`src/rtl/i2c_target_regs.sv`:
```
// i2c_target_regs: 7-bit-address I2C target exposing a 2**REG_AW byte register file plus a local tap.
// Latency: bus events act 3 clk after the pad edge; wr_valid 1 clk after the 8th data rise; loc_rdata 1 clk.
// Backpressure: none; the I2C master paces all traffic and the local ports never stall.
module i2c_target_regs #(
   parameter logic [6:0] DEV_ADDR = 7'h39,
   parameter int         REG_AW   = 8
) (
   input  logic              clk,
   input  logic              rst,
   input  logic              scl_i,
   input  logic              sda_i,
   output logic              sda_oe,
   output logic              wr_valid,
   output logic [REG_AW-1:0] wr_addr,
   output logic [7:0]        wr_data,
   input  logic [REG_AW-1:0] loc_raddr,
   output logic [7:0]        loc_rdata
);

   localparam int NREG = 1 << REG_AW;

   typedef enum logic [3:0] {
      S_IDLE,
      S_DEV,
      S_DACK,
      S_REGA,
      S_RACK,
      S_WDAT,
      S_WACK,
      S_RDAT,
      S_MACK,
      S_IGNORE
   } state_t;

   // [0],[1] are the two synchroniser stages, [2] is the edge-detect history.
   logic [2:0]        scl_sync_q, scl_sync_d;
   logic [2:0]        sda_sync_q, sda_sync_d;

   state_t            state_q, state_d;
   logic [3:0]        cnt_q, cnt_d;
   logic [7:0]        sh_q, sh_d;
   logic              rw_q, rw_d;
   logic [REG_AW-1:0] ptr_q, ptr_d;
   logic              oe_q, oe_d;

   logic              wr_valid_q, wr_valid_d;
   logic [REG_AW-1:0] wr_addr_q, wr_addr_d;
   logic [7:0]        wr_data_q, wr_data_d;
   logic [7:0]        loc_rdata_q, loc_rdata_d;

   logic [7:0]        regs_q [NREG];

   logic              scl_rise, scl_fall, start_ev, stop_ev, sda_s;
   logic [7:0]        rx_byte;
   logic              wr_en;

   // Shift the pad inputs into their synchroniser/history chains.
   always_comb begin
      scl_sync_d = {scl_sync_q[1:0], scl_i};
      sda_sync_d = {sda_sync_q[1:0], sda_i};
   end

   // Synchroniser flops reset to 1 (idle bus) so no phantom edge appears after reset.
   always_ff @(posedge clk or posedge rst) begin
      if (rst) begin
         scl_sync_q <= 3'b111;
         sda_sync_q <= 3'b111;
      end else begin
         scl_sync_q <= scl_sync_d;
         sda_sync_q <= sda_sync_d;
      end
   end

   // Decode bus events from the synchronised level and its one-clk history.
   always_comb begin
      sda_s    = sda_sync_q[1];
      scl_rise =  scl_sync_q[1] & ~scl_sync_q[2];
      scl_fall = ~scl_sync_q[1] &  scl_sync_q[2];
      start_ev =  scl_sync_q[1] &  scl_sync_q[2] & ~sda_sync_q[1] &  sda_sync_q[2];
      stop_ev  =  scl_sync_q[1] &  scl_sync_q[2] &  sda_sync_q[1] & ~sda_sync_q[2];
   end

   // Protocol next-state: STOP/START override everything, else per-state bit handling.
   always_comb begin
      state_d = state_q;
      cnt_d   = cnt_q;
      sh_d    = sh_q;
      rw_d    = rw_q;
      ptr_d   = ptr_q;
      oe_d    = oe_q;
      wr_en   = 1'b0;
      rx_byte = {sh_q[6:0], sda_s};

      if (stop_ev) begin
         state_d = S_IDLE;
         oe_d    = 1'b0;
         cnt_d   = 4'd0;
      end else if (start_ev) begin
         state_d = S_DEV;
         oe_d    = 1'b0;
         cnt_d   = 4'd0;
      end else begin
         case (state_q)
            S_DEV, S_REGA, S_WDAT: begin
               if (scl_rise) begin
                  sh_d  = rx_byte;
                  cnt_d = cnt_q + 4'd1;
                  if (cnt_q == 4'd7) begin
                     cnt_d = 4'd0;
                     case (state_q)
                        S_DEV: begin
                           if (rx_byte[7:1] == DEV_ADDR) begin
                              rw_d    = rx_byte[0];
                              state_d = S_DACK;
                           end else begin
                              state_d = S_IGNORE;
                           end
                        end
                        S_REGA: begin
                           ptr_d   = rx_byte[REG_AW-1:0];
                           state_d = S_RACK;
                        end
                        default: begin
                           wr_en   = 1'b1;
                           ptr_d   = ptr_q + REG_AW'(1);
                           state_d = S_WACK;
                        end
                     endcase
                  end
               end
            end

            // First SCL fall after bit 8 pulls SDA low, the next one releases it.
            S_DACK, S_RACK, S_WACK: begin
               if (scl_fall) begin
                  if (!oe_q) begin
                     oe_d = 1'b1;
                  end else begin
                     oe_d = 1'b0;
                     if (state_q == S_DACK && rw_q) begin
                        // Read: the ACK-ending fall already presents data bit 7.
                        sh_d    = regs_q[ptr_q];
                        oe_d    = ~regs_q[ptr_q][7];
                        state_d = S_RDAT;
                     end else if (state_q == S_DACK) begin
                        state_d = S_REGA;
                     end else begin
                        state_d = S_WDAT;
                     end
                  end
               end
            end

            // cnt counts master SCL rises; each following fall presents the next bit.
            S_RDAT: begin
               if (scl_rise) begin
                  cnt_d = cnt_q + 4'd1;
               end else if (scl_fall) begin
                  if (cnt_q == 4'd8) begin
                     oe_d    = 1'b0;
                     cnt_d   = 4'd0;
                     ptr_d   = ptr_q + REG_AW'(1);
                     state_d = S_MACK;
                  end else begin
                     oe_d = ~sh_q[3'd7 - cnt_q[2:0]];
                  end
               end
            end

            // cnt=1 records a master ACK; the following fall starts the next byte.
            S_MACK: begin
               if (scl_rise) begin
                  if (sda_s) begin
                     state_d = S_IGNORE;
                  end else begin
                     cnt_d = 4'd1;
                  end
               end else if (scl_fall && cnt_q == 4'd1) begin
                  cnt_d   = 4'd0;
                  sh_d    = regs_q[ptr_q];
                  oe_d    = ~regs_q[ptr_q][7];
                  state_d = S_RDAT;
               end
            end

            S_IGNORE: oe_d = 1'b0;

            default: oe_d = 1'b0;
         endcase
      end
   end

   // Local write-notify and registered read port; same-clk collisions return the old byte.
   always_comb begin
      wr_valid_d  = wr_en;
      wr_addr_d   = wr_en ? ptr_q : wr_addr_q;
      wr_data_d   = wr_en ? rx_byte : wr_data_q;
      loc_rdata_d = regs_q[loc_raddr];
   end

   // Protocol and output state registers.
   always_ff @(posedge clk or posedge rst) begin
      if (rst) begin
         state_q     <= S_IDLE;
         cnt_q       <= 4'd0;
         sh_q        <= 8'h00;
         rw_q        <= 1'b0;
         ptr_q       <= '0;
         oe_q        <= 1'b0;
         wr_valid_q  <= 1'b0;
         wr_addr_q   <= '0;
         wr_data_q   <= 8'h00;
         loc_rdata_q <= 8'h00;
      end else begin
         state_q     <= state_d;
         cnt_q       <= cnt_d;
         sh_q        <= sh_d;
         rw_q        <= rw_d;
         ptr_q       <= ptr_d;
         oe_q        <= oe_d;
         wr_valid_q  <= wr_valid_d;
         wr_addr_q   <= wr_addr_d;
         wr_data_q   <= wr_data_d;
         loc_rdata_q <= loc_rdata_d;
      end
   end

   // Register file: written on the 8th SCL rise of a data byte.
   always_ff @(posedge clk or posedge rst) begin
      if (rst) begin
         for (int i = 0; i < NREG; i++) begin
            regs_q[i] <= 8'h00;
         end
      end else if (wr_en) begin
         regs_q[ptr_q] <= rx_byte;
      end
   end

   assign sda_oe    = oe_q;
   assign wr_valid  = wr_valid_q;
   assign wr_addr   = wr_addr_q;
   assign wr_data   = wr_data_q;
   assign loc_rdata = loc_rdata_q;

endmodule
```
`config.mk`:
```
export PLATFORM = sky130hd
export DESIGN_NAME = i2c_target_regs
export DESIGN_NICKNAME = d
export VERILOG_FILES = /design/src/rtl/i2c_target_regs.sv
export SDC_FILE = /design/constraint.sdc
export NUM_CORES = 2
export LEC_CHECK = 0
export ABC_CLOCK_PERIOD_IN_PS = 70600
export CAP_MARGIN = 20
export CORE_MARGIN = 4
export CORE_UTILIZATION = 25
export DETAILED_ROUTE_END_ITERATION = 12
export DONT_BUFFER_PORTS = 1
export SETUP_SLACK_MARGIN = 0.05
export SLEW_MARGIN = 5
export SYNTH_ARGS = -nofsm -noshare
export SYNTH_HDL_FRONTEND = slang
export SYNTH_SLANG_ARGS = --single-unit
```
`constraint.sdc`:
```
create_clock -name clk -period 70.6 [get_ports clk]
set_clock_uncertainty 0.05 [all_clocks]
set_input_delay 0 -clock clk [delete_from_list [all_inputs] [get_ports clk]]
set_output_delay 0 -clock clk [all_outputs]
set_load 0.02 [all_outputs]
```
**Word-level counts from Yosys, hierarchy flattened**

Index checks and enable logic that the tools add are counted.

- Word-level logic and storage cells: 416
- Input port bits: 12
- Output and inout port bits: 26
- Flip-flop bits (word level): 2105

- Equal/unequal tests: 38
- Reduce and logical (&&, ||, !) cells: 16
- Add/sub/neg operators: 3
- Bitwise operators: 17
- Muxes and demuxes: 70
- Order comparisons: 4

Operators with widths:

| operator | count |
|---|---|
| 2048-bit bitwise mux | 1 |
| 8-bit binary-select mux with 8-bit select | 2 |
| 8-bit 2-to-1 mux | 16 |
| 4-bit 2-to-1 mux | 23 |
| 8-bit demux with 8-bit select | 1 |
| 4-bit inequality test (second input constant) | 9 |
| 8-bit case mux with 2 select lines | 2 |
| 5-bit inequality test (second input constant) | 5 |
| 8-bit case mux with 3 select lines | 1 |
| 2-bit inequality test (second input constant) | 11 |
| 4-bit by 3-bit equality test with 1-bit output (second input constant) | 5 |
| 9-bit greater-or-equal comparator (second input constant) | 2 |
| 8-bit inverter with 9-bit output | 2 |
| 9-bit AND reduction | 2 |
| 1-bit 2-to-1 mux | 17 |
| 4-bit case mux with 4 select lines | 1 |
| 4-bit case mux with 3 select lines | 1 |
| 6-bit AND reduction | 2 |
| 10-bit AND reduction | 1 |
| 9-bit by 1-bit less-than comparator with 1-bit output (second input constant) | 1 |
| 8-bit by 1-bit adder with 8-bit output (second input constant) | 1 |
| 4-bit by 1-bit equality test with 1-bit output (second input constant) | 2 |
| 4-bit by 2-bit equality test with 1-bit output (second input constant) | 2 |
| 4-bit equality test (second input constant) | 2 |
| other kinds (19) | 36 |

**Depth between registers and ports, before layout**

- Word-level depth: 11
- Mapped depth: 12
- Mapped depth without buffers: 9

**Worst setup path after synthesis**

Ideal clock, no wire load.

- Path kind: reg-to-reg
- From: register ptr_q[1]
- To: register regs_q[1136] (netlist bit)
- Stages on the path, launching flop included: 13
- Buffers on the path: 7
- Data required time: 70425 ps
- Setup time: 125 ps
- Slack: 67562 ps
- Clock period less this slack: 3038 ps
- Arrival time: 2863 ps
- Cells stage by stage: dfrtp_1 -> buf_2 -> buf_2 -> buf_2 -> buf_2 -> buf_1 -> inv_1 -> ha_1 -> and3_1 -> clkbuf_1 -> buf_2 -> nand2_1 -> mux2_2

- Word-level cells in the longest chain between the ends: 6
- Elaborated cells between the ends (all ways): 7
- Those cells by class: order compare (2); mux (3); bitwise (1); reduce/logical (1)

RTL lines:

| element | RTL line | source |
|---|---|---|
| from (decl) | 43 | `logic [REG_AW-1:0] ptr_q, ptr_d;` |
| from (signal assigned) | 219 | `ptr_q <= ptr_d;` |
| 8-bit inverter with 9-bit output (implied by the code) * | 235 | `regs_q[ptr_q] <= rx_byte;` |
| 9-bit greater-or-equal comparator (implied by the code) / 9-bit by 1-bit less-than comparator with 1-bit output (equally long branches) | 235 |  |
| 1-bit logical AND (implied by the code) | 235 |  |
| 8-bit 2-to-1 mux (implied by the code) | 235 |  |
| 8-bit demux with 8-bit select * | 235 |  |
| 2048-bit bitwise mux * | 235 |  |
| to (signal, indexed assignment) | 235 |  |
| to (decl) | 51 | `logic [7:0] regs_q [NREG];` |

Mark *: on every way between the ends. The rest lies on a longest branch, timed or not.
A chain may end at the register's enable or synchronous reset.

**Worst setup path after layout**

- From: input loc_raddr[0]
- To: register loc_rdata_q[3] (netlist: loc_rdata[3])

- Word-level cells in the longest chain between the ends: 4

RTL lines:

| element | RTL line | source |
|---|---|---|
| from (decl) | 16 | `input logic [REG_AW-1:0] loc_raddr,` |
| 8-bit inverter with 9-bit output (implied by the code) | 198 | `loc_rdata_d = regs_q[loc_raddr];` |
| 8-bit binary-select mux with 8-bit select | 198 |  |
| 8-bit 2-to-1 mux (implied by the code) (2 in a row) | 198 |  |
| net loc_rdata_d[3] | 49 | `logic [7:0] loc_rdata_q, loc_rdata_d;` |
| to (signal assigned) | 224 | `loc_rdata_q <= loc_rdata_d;` |
| to (decl) | 49 |  |

The timed path passes the listed nets, and every way through them passes these cells. The select of a mux whose other input is x is not followed.

==> results.ini <==
[outcome]
status = finished with violations
violations = max-slew violations

[synthesis]
synth.most_common_cell = dfrtp_1
seq_area_frac_synth_pct = 47.2
synth.ff_latch_count = 2105
synth_top_cell_by_area = dfrtp_1
syn_nets = 6806
synth_common_cells = dfrtp_1 (2099), mux2_2 (2009), mux4_2 (1299), clkbuf_1 (417), nand2_1 (297)
synth_xor_area_share_pct = 0.0157
synth_fa_ha_area_share_pct = 0.112
synth_compound_area_share_pct = 1.14
synth_edf_count = 0
synth_top_family_by_area = multiplexers
synthSimpleGateAreaFrac_pct = 1.80
syn_area_mm2 = 0.112
post_synth.cell_area_avg_um2 = 16.5
ys_warn_count = 0
synthFlopType = dfrtp_1
synth.top_cell.area_share_pct = 47.1
yosys-top-cells-area = dfrtp_1 (47%), mux4_2 (26%), mux2_2 (20%)
synth_cell_types = 71
syn_inst = 6784
synth.area.mux_share_pct = 47.3
synthArstFlopShare_pct = 100

[sta]
tightest_slew_ns = 1.61
finalHoldViolCount = 0
fin_crit_ns = 6.13
whs_ns = 0.0732
max_freq_ghz = 0.163
setup_viol = 0
setup_tns_ns = 0
post-route-period-util_pct = 8.68
finalWorstSetupSlack_ns = 64.47
rsz0062_at_grt = false
slew_violations = 67
slew_headroom_pct = -7.22

[final_layout]
multi_input_area_mm2 = 0.0563
fill_cells = 44100
nets = 6583
instances_no_fill = 12700
seqCellArea_mm2 = 0.0527
syn_to_final_growth_pct = 13.1
drive_gt1_share_pct = 57.2

[clock_tree]
htreeDepth = 4
cts_root_buffer = clkbuf_16
cts_resized = 0
cts_buffers = 238
clkLatencyLatePin_ns = 0.94
cts_tree = done
clkSinkCount = 2105
cts.clk_slew.worst_paths_ns = 0.07
cts_buffer_depth = 4

[worst_setup_path]
crit_arrival_ns = 6.90
cp-start-kind = input port
end_kind = flip-flop
cp_data_required_time_ns = 71.37
critPathKind = input port to flip-flop
crit_fanout = 129

[floorplanning]
rows = 245
start_util_pct = 25.1
io_pins = 38
fp.dieH_um = 676
die_area_mm2 = 0.457
coreArea_mm2 = 0.445
die_x_um = 676

[drt]
post_drt_wl_per_cell_um = 29.1
drc = 0
first_pass_iters = 6
drt_iter0_drc = 6775
drt-total-wl_um = 369000
antenna_left = 0
viasPerCell = 5.35
num_vias = 67900

[placed_design]
routabilityCongestion = 0.853
dp.cells = 12200
place_ws_ns = 64.37
placement.io_buffers = 0
hpwlAfterDp_um = 232000

[global_route]
grt_pass1_vias = 70800
overflow = 0
track_usage_pct = 15.9
grt_pass1_wl_um = 536000
antenna_found_initial = 24
grt_max_degree = 513

[worst_hold_path]
hp-class = input port to flip-flop

[power_and_ir_drop]
p_leak_nw = 55.5
fin_total_pwr_mw = 2.95
power.density_mw_per_mm2 = 23.4
vdd.ir_drop.worst_mv = 0.0307

[run]
drv_cap = 0

==> report_power, final <==
group	leakage [nW]	switching [mW]	internal [mW]
clock	3.87	0.520	0.739
sequential	29.4	0.0445	1.21
combinational	22.3	0.303	0.135
==> cell families (layout without fill, tap and decap cells) <==
kind of cell	Yosys count	count (layout)
muxes	3392	3392
buffers and inverters	631	593
and+or+nand+nor	456	456
other	0	6
adders and majority gates	10	10
xor gates and xnor gates	2	2
DFF	2105	2105
AOI/OAI and AO/OA	188	188
==> per-layer routing <==
metal | track usage [%] | wire [um]
met5 | 0 | 28
met4 | 6.31 | 16900
met3 | 3.45 | 28300
met2 | 25.9 | 177000
met1 | 20.6 | 147000
==> path summary, 6_finish.rpt <==
path                                    startpoint  slack, ns  cells after the start                       end
setup reg to reg              ptr_q[0]$_DFFE_PP0P_      64.62                     10       sh_q[7]$_DFFE_PP0P_
hold reg to reg            scl_sync_q[0]$_DFF_PP1_       0.26                      0   scl_sync_q[1]$_DFF_PP1_
max in group asynchronous                      rst      65.12                     10   regs_q[819]$_DFFE_PP0P_
setup / recovery                      loc_raddr[0]      64.47                     12    loc_rdata[3]$_DFF_PP0_
min in group asynchronous                      rst       0.39                      4  regs_q[1944]$_DFFE_PP0P_
hold / removal                        loc_raddr[2]       0.07                      4    loc_rdata[5]$_DFF_PP0_
==> state kept, by name, summed over array words and instances, names as in the netlist, 4 cells and up <==
signal and cells:
ptr_q 8, cnt_q 4, wr_data 8, loc_rdata 8
state_q 4, regs_q 2048, wr_addr 8, sh_q 8
==> what timing repair did <==
item | in CTS | in global routing
buffers inserted | 0 | 0
hold buffers | 35 | 0
endpoints found under the hold margin | 371 | 0
==> worst max-delay path: stages <==
cell and delay, ns:
buf_16 0.65, buf_16 0.76, buf_16 0.67, mux4_2 0.65
mux4_2 0.46, dlygate4sd3_1 0.56, mux4_2 0.47, dlygate4sd3_1 0.58
a22oi_1 0.13, dlygate4sd3_1 0.58, nand2_1 0.06, dlygate4sd3_1 0.60
==> through the flow <==
stage	cell area, um^2	util, %
floorplan	112000	-
global placement	117000	26.4
detailed placement	117000	26.4
CTS	126000	28.3
global route	126000	28.3
finish	126000	28.4
==> final cells by class <==
cell class                 count  area share, %
antenna                        6         0.0119
clock buffer                 358           5.58
clock inverter                67          0.655
inverter                      13         0.0506
multi-input combinational   4048           44.6
sequential                  2105           41.8
tap                         5928           5.88
timing repair buffer         155           1.44
==> cell usage in the layout (no fill, tap or decap), drive strengths merged, types with 30 or more instances in the layout <==
cell type / n
dlygate4sd3: 30
mux2: 2070
nor2: 51
clkinv: 45
buf: 124
nand2: 299
a21oi: 42
a22oi: 74
mux4: 1299
dfrtp: 2099
clkbuf: 359
(Power assumes the default switching activity.)
